File: config.mk
export PLATFORM = sky130hd
export DESIGN_NAME = reload_down_timer
export DESIGN_NICKNAME = d
export VERILOG_FILES = /design/src/rtl/timer_pkg.sv /design/src/rtl/tick_prescaler.sv /design/src/rtl/reload_down_timer.sv
export SDC_FILE = /design/constraint.sdc
export NUM_CORES = 1
export LEC_CHECK = 0
export CORE_UTILIZATION = 35
export DETAILED_ROUTE_END_ITERATION = 16
export PLACE_DENSITY = 0.54
export SYNTH_ARGS = -nofsm -noshare
export SYNTH_HDL_FRONTEND = slang
export SYNTH_SLANG_ARGS = --single-unit
File: constraint.sdc
create_clock -name clk -period 5.1 [get_ports clk]
set_clock_uncertainty 0.15 [all_clocks]
set_input_delay 1.02 -clock clk [delete_from_list [all_inputs] [get_ports clk]]
set_output_delay 1.02 -clock clk [all_outputs]
set_load 0.01 [all_outputs]
File: src/rtl/timer_pkg.sv
// Shared types and default sizes for the reload down-timer.
package timer_pkg;

   localparam int DEF_WIDTH   = 4;
   localparam int DEF_PRESC_W = 4;
   localparam int TC_CNT_W    = 8;

   typedef enum logic [1:0] {
      IDLE = 2'd0,
      RUN  = 2'd1,
      DONE = 2'd2
   } timer_state_t;

endpackage

File: src/rtl/tick_prescaler.sv
// Enable-gated phase counter.
// It emits a tick on the enabled cycle where the phase equals divide, then wraps to 0.
module tick_prescaler #(
   parameter int PRESC_W = 4
) (
   input  logic               clk,
   input  logic               reset,
   input  logic               clear,
   input  logic               enable,
   input  logic [PRESC_W-1:0] divide,
   output logic               tick
);

   logic [PRESC_W-1:0] phase;

   assign tick = enable && (phase == divide);

   always_ff @(posedge clk or posedge reset) begin
      if (reset)
         phase <= '0;
      else if (clear)
         phase <= '0;
      else if (enable)
         phase <= tick ? '0 : phase + 1'b1;
   end

endmodule

File: src/rtl/reload_down_timer.sv
// Self-reloading down-counter timer with a one-entry shadow register for period updates.
// Optional macro RELOAD_TIMER_TC_COUNT_EN adds a saturating terminal-count tally on tc_cnt_o.
module reload_down_timer
   import timer_pkg::*;
#(
   parameter int WIDTH   = DEF_WIDTH,
   parameter int PRESC_W = DEF_PRESC_W
) (
   input  logic               clk,
   input  logic               reset,
   input  logic               cfg_valid_i,
   output logic               cfg_ready_o,
   input  logic [WIDTH-1:0]   cfg_period_i,
   input  logic               cfg_oneshot_i,
   input  logic [PRESC_W-1:0] presc_i,
   input  logic               start_i,
   input  logic               stop_i,
   input  logic               en_i,
   output logic [WIDTH-1:0]   count_o,
   output logic               tc_o,
   output logic               busy_o
`ifdef RELOAD_TIMER_TC_COUNT_EN
   ,
   output logic [TC_CNT_W-1:0] tc_cnt_o
`endif
);

   timer_state_t     state;
   logic [WIDTH-1:0] count;
   logic             tc;
   logic [WIDTH-1:0] active_p;
   logic             active_oneshot;
   logic [WIDTH-1:0] shadow_p;
   logic             shadow_oneshot;
   logic             pending;

   logic             running;
   logic             accept;
   logic             tick;
   logic             tc_set;
   logic [WIDTH-1:0] idle_p;
   logic             idle_oneshot;

   assign running     = (state == RUN);
   assign accept      = cfg_valid_i && !pending;
   assign cfg_ready_o = !pending;
   assign busy_o      = running;
   assign count_o     = count;
   assign tc_o        = tc;

   // Outside RUN a new write wins over a parked shadow; either becomes the active period.
   assign idle_p       = accept ? cfg_period_i  : (pending ? shadow_p       : active_p);
   assign idle_oneshot = accept ? cfg_oneshot_i : (pending ? shadow_oneshot : active_oneshot);

   assign tc_set = running && !stop_i && !start_i && tick && (count == '0);

   tick_prescaler #(
      .PRESC_W (PRESC_W)
   ) u_prescaler (
      .clk    (clk),
      .reset  (reset),
      .clear  (stop_i || start_i || !running),
      .enable (en_i && running),
      .divide (presc_i),
      .tick   (tick)
   );

   always_ff @(posedge clk or posedge reset) begin
      if (reset) begin
         state          <= IDLE;
         count          <= '0;
         tc             <= 1'b0;
         active_p       <= '0;
         active_oneshot <= 1'b0;
         shadow_p       <= '0;
         shadow_oneshot <= 1'b0;
         pending        <= 1'b0;
      end else begin
         tc <= tc_set;
         if (running) begin
            if (accept) begin
               shadow_p       <= cfg_period_i;
               shadow_oneshot <= cfg_oneshot_i;
               pending        <= 1'b1;
            end
            if (stop_i) begin
               state <= IDLE;
               count <= active_p;
            end else if (start_i) begin
               count <= active_p;
            end else if (tick) begin
               if (count != '0)
                  count <= count - 1'b1;
               else if (active_oneshot)
                  state <= DONE;
               else if (pending) begin
                  count          <= shadow_p;
                  active_p       <= shadow_p;
                  active_oneshot <= shadow_oneshot;
                  pending        <= 1'b0;
               end else
                  count <= active_p;
            end
         end else begin
            active_p       <= idle_p;
            active_oneshot <= idle_oneshot;
            pending        <= 1'b0;
            // A finished one-shot keeps showing 0 until something new is written or started.
            if (stop_i) begin
               state <= IDLE;
               count <= idle_p;
            end else if (start_i) begin
               state <= RUN;
               count <= idle_p;
            end else if ((state == IDLE) || accept || pending) begin
               count <= idle_p;
            end
         end
      end
   end

`ifdef RELOAD_TIMER_TC_COUNT_EN
   logic [TC_CNT_W-1:0] tc_cnt;

   always_ff @(posedge clk or posedge reset) begin
      if (reset)
         tc_cnt <= '0;
      else if (start_i && !stop_i && !running)
         tc_cnt <= '0;
      else if (tc_set && (tc_cnt != '1))
         tc_cnt <= tc_cnt + 1'b1;
   end

   assign tc_cnt_o = tc_cnt;
`endif

endmodule

==> key figures <==
Status
  • Outcome: finished clean

Floorplan
  • Std cell rows: 22
  • Starting Density: 37.6%
  • Placeable core area: 3800 sq um
  • Die area: 4350 sq um
  • Die X: 65.9 microns
  • Num ports: 22
  • Die Span Y: 65.9 microns

Power
  • Leak Pwr: 0.676 nW
  • Logic pwr share: 29.0%
  • Total power: 0.000480 W
  • Proportion of power drawn by flip-flops and latches: 48.1%
  • Clock share of power: 22.9%
  • Pwr/cell area: 280 nW/um^2
  • Internal power: 0.000327 W
  • Switch Pwr: 0.000153 W
  • Switching share of power: 31.9%
  • VDD IR max: 150 uV

Finish
  • Synth-to-Final Area Change: 19.9%
  • N_diodes: 0
  • Final Cell Area: 1720 sq um
  • Share of cells above drive strength 1: 13.9%
  • Final net count: 184
  • Finished Layout Cells: 213

Synth
  • Count of different cell masters after synthesis: 52
  • Async S/R FF share, synth: 100%
  • Synth Area in Simple Gates: 20.3%
  • Synth cell count leaders: dfrtp_1 (22), o21ai_0 (15), nor2_1 (11), inv_1 (10), mux2_2 (7)
  • Number of synthesized register bits: 22
  • Xor-xnor portion of the synthesized cell area: 3.06%
  • Count leader, synth: dfrtp_1
  • Adder-cell share of the synthesized area: 1.75%
  • Ranking of synthesized cells by area: dfrtp_1 (38%), mux2_2 (5.5%), o21ai_0 (5.2%)
  • Main synth FF type: dfrtp_1
  • Post-Syn Area: 1430 sq um
  • Syn Nets: 164
  • Largest family of logic cells by synthesized area: compound AO/OA/AOI/OAI gates
  • Synth Area in Compound Gates: 21.1%
  • Syn avg cell area: 9.73 sq um
  • Post-synth EDFFs: 0
  • Synth area leader: dfrtp_1
  • Sequential element share of the synthesized area: 38.5%
  • Syn Inst Count: 147
  • Yosys warns: 0
  • Area share of the largest cell type after synthesis: 38.5%
  • Post-synthesis mux area share: 10.8%

STA
  • Worst Tran Pin Value: 0.882 ns
  • Period utilisation layout: 64.3%
  • Peak Freq: 0.305 GHz
  • Setup total negative slack: 0 ns
  • Period minus WS final: 3.28 ns
  • Final setup vio count: 0
  • Final setup margin: 1.82 ns
  • Count of pins over their slew limit: 0
  • RSZ-0062 raised after global routing: false
  • Hold Violations, Final: 0
  • Slew headroom: 41.1%

Setup path
  • R2R Path Start: state[1]
  • WP data arrival: 2.11 ns
  • Worst R2R End: count_o[2]
  • Crit-path max FO: 13
  • Register-to-Register Setup Slack: 2.66 ns
  • CP Launch Type: flip-flop
  • CP required: 3.93 ns
  • Worst setup path startpoint: state[1]
  • Critical Path End Type: primary output
  • CP Class: reg2out
  • FF-to-FF path depth: 6
  • End of the critical path: busy_o

CTS
  • CTS H-tree depth: 1
  • Clk Latency, worst-skew pair: 0.26 ns
  • Clk slew on worst S/H paths: 0.08 ns
  • Post-CTS Setup Bufs: 0
  • Root buffer cell: clkbuf_8
  • Sinks on Clock Net: 22
  • CTS tree: done
  • Post-CTS Resized: 0
  • Cts bufs inserted: 3
  • Maximum clock path buffer count: 2
  • # hold bufs at CTS: 0

Place
  • Pre-CTS setup slack: 1.98 ns
  • Final Wtd Congestion: 0.766
  • Dpl cells: 210
  • Area post-placement: 1670 sq um
  • Port Buffers: 21
  • Hpwl dp: 2430 microns

Global routing
  • Largest net degree at the start of global routing: 23
  • Initial antenna violation count: 0
  • Total GRT Usage: 16.3%
  • Vias in the first global route: 1168
  • Final global-route overflow total: 0
  • First-pass GRT wire length: 5390 microns

Detailed routing
  • DRT Wirelength: 3210 microns
  • DRC: 0
  • WL per Instance: 15.1 microns
  • 1st-pass router iterations: 4
  • Via count: 1187
  • Final ANT Viol Nets: 0
  • Vias per cell: 5.57
  • Iter 0 DRT Violations: 33

Min path
  • Hold Crit Depth: 1
  • Hold path start: shadow_p[1]
  • HP Class: reg2reg

Run
  • Max cap viols: 0
## final cells by class
cell class | count | area, sq um
clock buffers | 3 | 41.3
fillers | 379 | 2080
inverters | 10 | 37.5
multi-input cells | 109 | 816
flip-flops and latches | 22 | 551
well taps | 48 | 60.1
repair buffers | 21 | 210
## critical path: stages (launching register included)
cell	delay (ns)
dfrtp_1	0.39
nand2b_1	0.35
inv_1	0.48
clkdlybuf4s50_1	0.63
## sequential cells by signal, indices dropped and copies added (netlist names)
signal	count
u_prescaler.phase	4
tc_o	1
pending	1
shadow_p	4
shadow_oneshot	1
count_o	4
active_p	4
active_oneshot	1
state	2
## logic make-up (layout without fill, tap and decap cells)
group	count (synthesis)	count (layout)
AO/OA/AOI/OAI	43	43
XOR/XNOR	5	5
adder cells (fa/ha/maj)	2	2
buffers and inverters	16	34
flip-flops	22	22
multiplexers	14	14
AND/OR/NAND/NOR	45	45
## worst min path at each step
stage | slack, ns | end
finish | 0.36 | shadow_p[1]
global route | 0.37 | shadow_p[1]
CTS | 0.37 | shadow_p[1]
detailed placement | 0.35 | shadow_p[1]
global placement | 0.33 | shadow_p[1]
floorplan | 0.32 | shadow_p[1]
## stage by stage
stage / utilization, % / hold slack, ns
floorplan: - / 0.322
global placement: 44.1 / 0.332
detailed placement: 44.1 / 0.348
CTS: 45.2 / 0.367
global route: 45.2 / 0.372
finish: 45.2 / 0.360
## routing by layer
layer / global-route usage (%) / vias up / share of wire (%)
li1: - / 574 / -
met5: 0 / - / 0
met1: 20.9 / 584 / 47
met4: 6.25 / 0 / 1.2
met3: 2.24 / 5 / 2.2
met2: 27.6 / 24 / 49
## power groups by stage
stage	clock network (W)	registers, W	logic [W]
floorplan	0	0.000228	0.0000904
global placement	0	0.000232	0.000139
detailed placement	0	0.000234	0.000140
CTS	0.000115	0.000231	0.000140
global route	0.000121	0.000235	0.000153
finish	0.000110	0.000231	0.000139
## cells in the final DEF, fill, tap and decap left out, types with 2 or more instances in the layout
master and instances:
o31a_1 2, ha_1 2, nor3b_1 2, nand2b_1 5, nor2b_1 2, a2bb2oi_1 2, inv_1 10, nand2_1 5
o21ai_0 15, clkbuf_8 3, nor2_2 2, a211oi_1 2, mux2i_1 5, nor2_1 11, nor3_1 2, a21oi_1 5
clkdlybuf4s50_1 21, nand3_2 2, xor2_1 5, dfrtp_1 22, mux2_2 7, nand3_1 2, o211ai_1 2
Power figures use the tool's default switching activity.
